$ cat src/rtl/dmem_pkg.sv
// Purpose: shared types for the data-memory controller (states, fault codes, access size).
// Latency: n/a (types and a pure helper function only).
// Backpressure: n/a.
package dmem_pkg;

    typedef enum logic [2:0] {
        ST_IDLE   = 3'd0,
        ST_RD     = 3'd1,
        ST_RMW_RD = 3'd2,
        ST_RMW_WR = 3'd3,
        ST_DONE   = 3'd4
    } state_t;

    localparam logic [1:0] FAULT_NONE     = 2'b00;
    localparam logic [1:0] FAULT_MISALIGN = 2'b01;
    localparam logic [1:0] FAULT_RANGE    = 2'b10;

    typedef enum logic [1:0] {
        SZ_B = 2'd0,
        SZ_H = 2'd1,
        SZ_W = 2'd2
    } size_t;

    // Collapse the one-hot byte/half flags into a size; anything else is a word.
    function automatic size_t size_of(input logic is_b, input logic is_h);
        if (is_b) begin
            return SZ_B;
        end
        if (is_h) begin
            return SZ_H;
        end
        return SZ_W;
    endfunction

endpackage

$ cat src/rtl/dmem_ctrl_if.sv
// Purpose: CPU-side DMEM request/response plus SRAM-side port, bundled for dmem_ctrl.
// Latency: n/a (wiring only).
// Backpressure: stall from the controller holds the CPU; the SRAM never back-pressures.
// Ports: master = CPU + SRAM environment, slave = controller.
interface dmem_ctrl_if #(
    parameter int ADDR_W = 11
);
    logic              ena;
    logic              dm_ena;
    logic              dm_r;
    logic              dm_w;
    logic [31:0]       dm_addr;
    logic [31:0]       dm_data_w;
    logic              sb_flag;
    logic              sh_flag;
    logic              sw_flag;
    logic              lb_flag;
    logic              lh_flag;
    logic              lbu_flag;
    logic              lhu_flag;
    logic              lw_flag;
    logic [31:0]       dm_data;
    logic              stall;
    logic              mem_en;
    logic              mem_we;
    logic [ADDR_W-1:0] mem_addr;
    logic [31:0]       mem_wdata;
    logic [31:0]       mem_rdata;
    logic              fault;
    logic [1:0]        fault_code;

    modport master (
        output ena, dm_ena, dm_r, dm_w, dm_addr, dm_data_w,
               sb_flag, sh_flag, sw_flag, lb_flag, lh_flag, lbu_flag, lhu_flag, lw_flag,
               mem_rdata,
        input  dm_data, stall, mem_en, mem_we, mem_addr, mem_wdata, fault, fault_code
    );

    modport slave (
        input  ena, dm_ena, dm_r, dm_w, dm_addr, dm_data_w,
               sb_flag, sh_flag, sw_flag, lb_flag, lh_flag, lbu_flag, lhu_flag, lw_flag,
               mem_rdata,
        output dm_data, stall, mem_en, mem_we, mem_addr, mem_wdata, fault, fault_code
    );
endinterface

$ cat src/rtl/dmem_lane.sv
// Purpose: lane extract/extend for loads and lane merge for sub-word stores.
// Latency: combinational.
// Backpressure: none.
// Ports: word (SRAM word), lane, size, sign -> ld_data; st_data merged into word -> merged.
module dmem_lane
    import dmem_pkg::*;
(
    input  logic [31:0] word,
    input  logic [1:0]  lane,
    input  size_t       size,
    input  logic        sign,
    input  logic [15:0] st_data,
    output logic [31:0] ld_data,
    output logic [31:0] merged
);
    logic [7:0]  byte_v;
    logic [15:0] half_v;

    always_comb begin
        byte_v = word[{lane, 3'b000} +: 8];
        half_v = lane[1] ? word[31:16] : word[15:0];

        ld_data = word;
        merged  = word;
        case (size)
            SZ_B: begin
                ld_data = sign ? {{24{byte_v[7]}}, byte_v} : {24'd0, byte_v};
                merged[{lane, 3'b000} +: 8] = st_data[7:0];
            end
            SZ_H: begin
                ld_data = sign ? {{16{half_v[15]}}, half_v} : {16'd0, half_v};
                if (lane[1]) begin
                    merged[31:16] = st_data;
                end else begin
                    merged[15:0] = st_data;
                end
            end
            default: begin
                ld_data = word;
                merged  = word;
            end
        endcase
    end
endmodule

$ cat src/rtl/dmem_ctrl.sv
// Purpose: CPU DMEM port to word-wide sync SRAM; sized loads, read-modify-write sub-word stores.
// Latency: sw 0 stall cycles, loads 2, sb/sh 3, rejected access 1.
// Backpressure: stall holds the CPU; ena low freezes the FSM and silences the SRAM port.
// Ports: clk, rst (async, active high), bus (slave modport of dmem_ctrl_if).
module dmem_ctrl
    import dmem_pkg::*;
#(
    parameter int          ADDR_W    = 11,
    parameter logic [31:0] BASE_ADDR = 32'h1001_0000
) (
    input logic        clk,
    input logic        rst,
    dmem_ctrl_if.slave bus
);
    state_t            state, next_state;
    logic [31:0]       rdata_q, wbuf;
    logic              flt_pend, stall_q;
    logic [1:0]        fault_code_q;

    logic [32:0]       diff;
    logic [31:0]       offset;
    logic [1:0]        lane;
    logic              is_rd, is_wr, sign, misalign, range_err, req, flt;
    size_t             size;
    logic [31:0]       ld_data, merged;

    logic              stall_c, m_en, m_we;
    logic [31:0]       m_wdata;

    // Borrow out of the 33-bit subtract flags addresses below the window.
    assign diff   = {1'b0, bus.dm_addr} - {1'b0, BASE_ADDR};
    assign offset = diff[31:0];
    assign lane   = offset[1:0];

    // A read strobe wins over a simultaneous write; a strobe without any size flag is ignored.
    assign is_rd = bus.dm_r && (bus.lb_flag || bus.lbu_flag || bus.lh_flag || bus.lhu_flag || bus.lw_flag);
    assign is_wr = bus.dm_w && !bus.dm_r && (bus.sb_flag || bus.sh_flag || bus.sw_flag);
    assign size  = bus.dm_r ? size_of(bus.lb_flag || bus.lbu_flag, bus.lh_flag || bus.lhu_flag)
                            : size_of(bus.sb_flag, bus.sh_flag);
    assign sign  = bus.lb_flag || bus.lh_flag;

    assign misalign  = ((size == SZ_W) && (lane != 2'b00)) || ((size == SZ_H) && lane[0]);
    assign range_err = diff[32] || (|offset[31:ADDR_W+2]);
    assign req       = bus.ena && bus.dm_ena && (state == ST_IDLE) && (is_rd || is_wr);
    assign flt       = misalign || range_err;

    dmem_lane u_lane (
        .word    (bus.mem_rdata),
        .lane    (lane),
        .size    (size),
        .sign    (sign),
        .st_data (bus.dm_data_w[15:0]),
        .ld_data (ld_data),
        .merged  (merged)
    );

    always_comb begin
        next_state = state;
        stall_c    = 1'b0;
        m_en       = 1'b0;
        m_we       = 1'b0;
        m_wdata    = 32'd0;
        case (state)
            ST_IDLE: begin
                if (req) begin
                    if (flt) begin
                        stall_c    = 1'b1;
                        next_state = ST_DONE;
                    end else if (is_rd) begin
                        m_en       = 1'b1;
                        stall_c    = 1'b1;
                        next_state = ST_RD;
                    end else if (size == SZ_W) begin
                        m_en    = 1'b1;
                        m_we    = 1'b1;
                        m_wdata = bus.dm_data_w;
                    end else begin
                        m_en       = 1'b1;
                        stall_c    = 1'b1;
                        next_state = ST_RMW_RD;
                    end
                end
            end
            ST_RD: begin
                stall_c    = 1'b1;
                next_state = ST_DONE;
            end
            ST_RMW_RD: begin
                stall_c    = 1'b1;
                next_state = ST_RMW_WR;
            end
            ST_RMW_WR: begin
                m_en       = 1'b1;
                m_we       = 1'b1;
                m_wdata    = wbuf;
                stall_c    = 1'b1;
                next_state = ST_DONE;
            end
            ST_DONE: begin
                next_state = ST_IDLE;
            end
            default: begin
                next_state = ST_IDLE;
            end
        endcase
    end

    // CPU inputs are held stable by stall, so RD/RMW states reuse the live address and flags.
    always_ff @(posedge clk or posedge rst) begin
        if (rst) begin
            state        <= ST_IDLE;
            rdata_q      <= 32'd0;
            wbuf         <= 32'd0;
            flt_pend     <= 1'b0;
            fault_code_q <= FAULT_NONE;
            stall_q      <= 1'b0;
        end else if (bus.ena) begin
            state   <= next_state;
            stall_q <= stall_c;
            if (req && flt) begin
                flt_pend     <= 1'b1;
                fault_code_q <= range_err ? FAULT_RANGE : FAULT_MISALIGN;
                if (is_rd) begin
                    rdata_q <= 32'd0;
                end
            end
            if (state == ST_RD) begin
                rdata_q <= ld_data;
            end
            if (state == ST_RMW_RD) begin
                wbuf <= merged;
            end
            if (state == ST_DONE) begin
                flt_pend <= 1'b0;
            end
        end
    end

    assign bus.mem_en     = bus.ena && m_en;
    assign bus.mem_we     = bus.ena && m_en && m_we;
    assign bus.mem_addr   = (bus.ena && m_en) ? offset[ADDR_W+1:2] : '0;
    assign bus.mem_wdata  = (bus.ena && m_en && m_we) ? m_wdata : 32'd0;
    assign bus.stall      = bus.ena ? stall_c : stall_q;
    assign bus.dm_data    = rdata_q;
    assign bus.fault      = bus.ena && (state == ST_DONE) && flt_pend;
    assign bus.fault_code = fault_code_q;
endmodule

$ cat src/flat_wrapper.sv
// flat-port wrapper written by rule: the top's interface ports become plain ports
module dmem_ctrl_flat import dmem_pkg::*;
#(
    parameter int          ADDR_W    = 11,
    parameter logic [31:0] BASE_ADDR = 32'h1001_0000
)
  (clk, rst, bus_ena, bus_dm_ena, bus_dm_r, bus_dm_w, bus_dm_addr, bus_dm_data_w, bus_sb_flag, bus_sh_flag, bus_sw_flag, bus_lb_flag, bus_lh_flag, bus_lbu_flag, bus_lhu_flag, bus_lw_flag, bus_mem_rdata, bus_dm_data, bus_stall, bus_mem_en, bus_mem_we, bus_mem_addr, bus_mem_wdata, bus_fault, bus_fault_code);
  dmem_ctrl_if #(.ADDR_W(ADDR_W)) bus_i ();
  input logic clk;
  input logic rst;
  input wire logic [$bits(bus_i.ena)-1:0] bus_ena;
  input wire logic [$bits(bus_i.dm_ena)-1:0] bus_dm_ena;
  input wire logic [$bits(bus_i.dm_r)-1:0] bus_dm_r;
  input wire logic [$bits(bus_i.dm_w)-1:0] bus_dm_w;
  input wire logic [$bits(bus_i.dm_addr)-1:0] bus_dm_addr;
  input wire logic [$bits(bus_i.dm_data_w)-1:0] bus_dm_data_w;
  input wire logic [$bits(bus_i.sb_flag)-1:0] bus_sb_flag;
  input wire logic [$bits(bus_i.sh_flag)-1:0] bus_sh_flag;
  input wire logic [$bits(bus_i.sw_flag)-1:0] bus_sw_flag;
  input wire logic [$bits(bus_i.lb_flag)-1:0] bus_lb_flag;
  input wire logic [$bits(bus_i.lh_flag)-1:0] bus_lh_flag;
  input wire logic [$bits(bus_i.lbu_flag)-1:0] bus_lbu_flag;
  input wire logic [$bits(bus_i.lhu_flag)-1:0] bus_lhu_flag;
  input wire logic [$bits(bus_i.lw_flag)-1:0] bus_lw_flag;
  input wire logic [$bits(bus_i.mem_rdata)-1:0] bus_mem_rdata;
  output wire logic [$bits(bus_i.dm_data)-1:0] bus_dm_data;
  output wire logic [$bits(bus_i.stall)-1:0] bus_stall;
  output wire logic [$bits(bus_i.mem_en)-1:0] bus_mem_en;
  output wire logic [$bits(bus_i.mem_we)-1:0] bus_mem_we;
  output wire logic [$bits(bus_i.mem_addr)-1:0] bus_mem_addr;
  output wire logic [$bits(bus_i.mem_wdata)-1:0] bus_mem_wdata;
  output wire logic [$bits(bus_i.fault)-1:0] bus_fault;
  output wire logic [$bits(bus_i.fault_code)-1:0] bus_fault_code;
  assign bus_i.ena = bus_ena;
  assign bus_i.dm_ena = bus_dm_ena;
  assign bus_i.dm_r = bus_dm_r;
  assign bus_i.dm_w = bus_dm_w;
  assign bus_i.dm_addr = bus_dm_addr;
  assign bus_i.dm_data_w = bus_dm_data_w;
  assign bus_i.sb_flag = bus_sb_flag;
  assign bus_i.sh_flag = bus_sh_flag;
  assign bus_i.sw_flag = bus_sw_flag;
  assign bus_i.lb_flag = bus_lb_flag;
  assign bus_i.lh_flag = bus_lh_flag;
  assign bus_i.lbu_flag = bus_lbu_flag;
  assign bus_i.lhu_flag = bus_lhu_flag;
  assign bus_i.lw_flag = bus_lw_flag;
  assign bus_i.mem_rdata = bus_mem_rdata;
  assign bus_dm_data = bus_i.dm_data;
  assign bus_stall = bus_i.stall;
  assign bus_mem_en = bus_i.mem_en;
  assign bus_mem_we = bus_i.mem_we;
  assign bus_mem_addr = bus_i.mem_addr;
  assign bus_mem_wdata = bus_i.mem_wdata;
  assign bus_fault = bus_i.fault;
  assign bus_fault_code = bus_i.fault_code;
  dmem_ctrl #(.ADDR_W(ADDR_W), .BASE_ADDR(BASE_ADDR)) u_core (.clk(clk), .rst(rst), .bus(bus_i));
endmodule
$ cat config.mk
export PLATFORM = sky130hd
export DESIGN_NAME = dmem_ctrl_flat
export DESIGN_NICKNAME = d
export VERILOG_FILES = /design/src/rtl/dmem_pkg.sv /design/src/rtl/dmem_ctrl_if.sv /design/src/rtl/dmem_lane.sv /design/src/rtl/dmem_ctrl.sv /design/src/flat_wrapper.sv
export SDC_FILE = /design/constraint.sdc
export NUM_CORES = 1
export LEC_CHECK = 0
export BUFFER_PORTS_ARGS = -buffer_cell sky130_fd_sc_hd__buf_2
export CORE_MARGIN = 2
export CORE_UTILIZATION = 50
export DETAILED_ROUTE_END_ITERATION = 7
export PLACE_DENSITY = 0.82
export SLEW_MARGIN = 20
export SYNTH_ARGS = -nofsm -noshare
export SYNTH_HDL_FRONTEND = slang
export SYNTH_SLANG_ARGS = --single-unit
$ cat constraint.sdc
create_clock -name clk -period 7.02 [get_ports clk]
set_clock_uncertainty 0.15 [all_clocks]
set_input_delay 0.351 -clock clk [delete_from_list [all_inputs] [get_ports clk]]
set_output_delay 0.351 -clock clk [all_outputs]
set_load 0.02 [all_outputs]
==> impl_summary.txt <==
----------------------------------------------------
[Status]
  Status ... finished clean

[Final layout]
  Diodes inserted ... 0
  Area growth from synthesis to layout ... 25.6%
  Final nets ... around 830
  Final Instance Area ... approximately 6000 um^2
  Combined area of the multi-input logic cells ... 2710 um^2
  Fraction of layout instances using a drive strength above 1 ... 34.0%
  Reg area ... 1780 um^2
  # fillers ... 815

[Floorplanning]
  Core area ... ~9200 um^2
  Area enclosed by the die boundary ... 10200 um^2
  Die height ... 101 um
  FP Rows ... 35
  Overall die width ... 101 um
  I/O pin count ... about 190
  Initial Util ... about half

[Pwr]
  P_leak ... between 0.002 and 0.003 uW
  Power density over the cells ... 173 nW/um^2
  Internal power ... roughly 710 uW
  Share of total power in the clock network ... 37.3%
  Combinational power share ... a little under a fifth
  Final Total Pwr ... 1020 uW
  Sequential group share of total power ... 44.0%
  Fraction of power spent switching nets ... 30.5%
  VDD IR max ... roughly 0.096 mV
  Total net switching power ... between 300 and 400 uW

[Critical path]
  Path type of the worst setup path ... in -> out
  Startpoint class of the critical path ... input pin
  Data required time of the worst path ... 6520 ps
  CP Data Arrival Time ... ~3200 ps
  Library cell contributing the largest single delay on the critical path ... or4_4
  Crit path capture type ... primary output
  Critical path fanouts, max ... 25
  Slowest Stage Delay on Critical Path ... 600 ps
  Most frequent CP cell ... buf_2
  Critical-path cell list ... buf_2 -> inv_1 -> ha_1 -> or4b_4 -> o21a_1 -> a211o_1 -> or4_4 -> nor3_4 -> buf_8 -> a22o_1 -> buf_2

[Placed design]
  Placement-stage cell area ... 5660 um^2
  Number of buffer cells added on primary ports ... 190
  RD Place Congestion ... 0.968
  Estimated wirelength of the detail-placed design ... 11.9 mm

[Yosys]
  Distinct cell type count after synthesis ... 62
  Warnings, synthesis ... 0
  Fraction of registers with async set/reset ... 100%
  Combined area of all synthesized cells ... between 4000 and 5000 um^2
  Share of Yosys cell area claimed by the top area cell type ... 37.7%
  Cell taking the most area after synthesis ... dfrtp_1
  Post-Syn Nets ... 664
  Mean post-synth cell area ... around 8.6 um^2
  Dominant register cell in the synthesized netlist ... dfrtp_1
  Cell types with the largest area share after synthesis ... dfrtp_1, nor2_1, a22o_1
  Post-synthesis register bit count ... 71
  Fraction of the yosys area taken by sequential cells ... between 30% and 40%
  Top post-synthesis cells by count ... nor2_1, dfrtp_1, nand2_1, a22o_1
  Cell with the most instances after synthesis ... nor2_1
  Number of enable flip-flop cells after synthesis ... 0
  Gate Count Post-Synth ... approximately 550

[Clock network]
  Number of H-tree levels ... 3
  Clock-pin slew on the worst setup and hold paths ... 90 ps
  Buffer type at the clock tree root ... clkbuf_8
  Number of sinks handled by clock tree synthesis ... 71
  CTS tree ... done
  Maximum clock path buffer count ... 2
  Count of instances resized after the clock tree is built ... 0
  Total CTS buffers ... 9
  Number of setup buffers added after CTS ... 0
  Hold-fix buffers, CTS ... 0
  Insertion delay of the later-clocked pin in the worst-skew pair ... 350 ps

[Detailed routing]
  Antenna Nets Post-Route ... 0
  Number of DRC violations after detailed routing ... 0
  Average routed wire per standard cell ... 18.9 um
  Number of iterations in the first detailed-routing pass ... 6
  Vias/cell ... around 6.3
  Sum of routed wire length over all layers ... 15.8 mm
  Violation count after the first detailed-routing iteration ... 490
  Via Count ... 5215

[GRT]
  Number of global-route vias before repair ... around 4.8k
  Antenna violations before repair ... 0
  Global-route wire length before repair ... 24.3 mm
  Pin count of the biggest net entering global routing ... 72
  Combined global-route utilization of all metal layers ... 30.6%
  Final global-route overflow total ... 0

[Timing]
  Sum of negative setup slack ... 0 ps
  Max-slew violations ... 0
  RSZ-0062 raised after global routing ... no
  Worst slew margin relative to its limit ... 28.2%
  Maximum clock rate ... 0.269 GHz
  Hold WS ... between 90 and 100 ps
  Number of failing setup endpoints in the final timing report ... 0
  Post-layout min period ... 3720 ps
  Total count of hold-check failures in the final report ... 0
  Ratio of final minimum period to clock period ... 53.0%
  Slew at the pin closest to its max-slew limit ... approximately 1100 ps

[Run]
  Max-capacitance violation count ... 0

[Min path]
  Worst hold-check path type ... in -> async

----------------------------------------------------
==> per-layer routing <==
layer	up-vias	GRT usage, %	wire length [um]
met5	-	0	0
met4	0	11.4	503
met3	39	6.03	1650
met2	316	46.4	7040
met1	2455	43.4	6590
li1	2405	-	-
==> power by group through the flow <==
stage,Sequential [uW],Combinational [uW],Clock (uW)
2_1_floorplan,457,101,0
3_3_place_gp,456,183,0
3_5_place_dp,457,186,0
4_1_cts,449,188,382
5_1_grt,452,209,403
6_report,450,191,381
==> layout by cell type (no fill, tap or decap), types with 9 or more instances in the layout <==
cell        n
a22o_1     34
a221oi_1   17
nand2b_1    9
a21boi_0   11
dfrtp_1    71
clkbuf_8    9
a31oi_1     9
a21oi_1    29
o22ai_1    15
nor3_1      9
o21ai_0    14
o22ai_2    10
nor2_1     87
o221ai_1    9
inv_1      11
mux2i_1     9
nand2_1    64
buf_2     190
==> final cells by class <==
cell class	count	area share, %
Multi-Input combinational cell	426	45.7
Sequential cell	71	30.0
Timing Repair Buffer	198	17.2
Tap cell	111	2.35
Clock buffer	9	2.09
Clock inverter	7	1.78
Inverter	12	0.762
==> final timing paths <==
path	startpoint	to	slack [ps]	cells past startpoint
hold / removal	rst	u_core.wbuf[5]$_DFFE_PP0P_	90	3
min in group clk	bus_mem_rdata[1]	u_core.wbuf[1]$_DFFE_PP0P_	140	3
max in group asynchronous	rst	u_core.bus.dm_data[7]$_DFFE_PP0P_	6050	3
setup / recovery	bus_dm_addr[16]	bus_mem_wdata[21]	3300	11
setup reg to reg	u_core.state[2]$_DFFE_PP0P_	u_core.state[0]$_DFFE_PP0P_	4620	5
hold reg to reg	u_core.wbuf[8]$_DFFE_PP0P_	u_core.wbuf[8]$_DFFE_PP0P_	340	2
==> flip-flops by register name, indices dropped and copies added, names as in the netlist <==
name / count
u_core.stall_q: 1
u_core.bus.dm_data: 32
u_core.bus.fault_code: 2
u_core.state: 3
u_core.wbuf: 32
u_core.flt_pend: 1
==> worst max-delay path, delay by kind of cell <==
| kind | cells | cell delay [ps] |
|---|---|---|
| fa+ha+maj | 1 | 210 |
| simple gates | 3 | 1480 |
| compound gates | 3 | 590 |
| buf+inv | 4 | 570 |
==> metrics by stage <==
step / worst slack [ps] / cells / util (%)
floorplan: 3740 / 548 / -
global placement: 3040 / 817 / 61.6
detailed placement: 2920 / 817 / 61.6
CTS: 2910 / 833 / 64.1
global route: 3080 / 834 / 64.3
finish: 3300 / 834 / 64.3
==> cell families (layout without fill, tap and decap cells) <==
| group | after synthesis | after routing | share of synthesized area, % |
|---|---|---|---|
| buffers and inverters | 51 | 226 | 5.05 |
| XOR/XNOR | 3 | 3 | 0.558 |
| AO/OA/AOI/OAI | 193 | 193 | 31.7 |
| AND/OR/NAND/NOR | 214 | 214 | 21.0 |
| flip-flops | 71 | 71 | 37.7 |
| adder cells (fa/ha/maj) | 6 | 6 | 1.59 |
| multiplexers | 10 | 10 | 2.39 |
No activity file was read; power rests on OpenSTA's default activity.
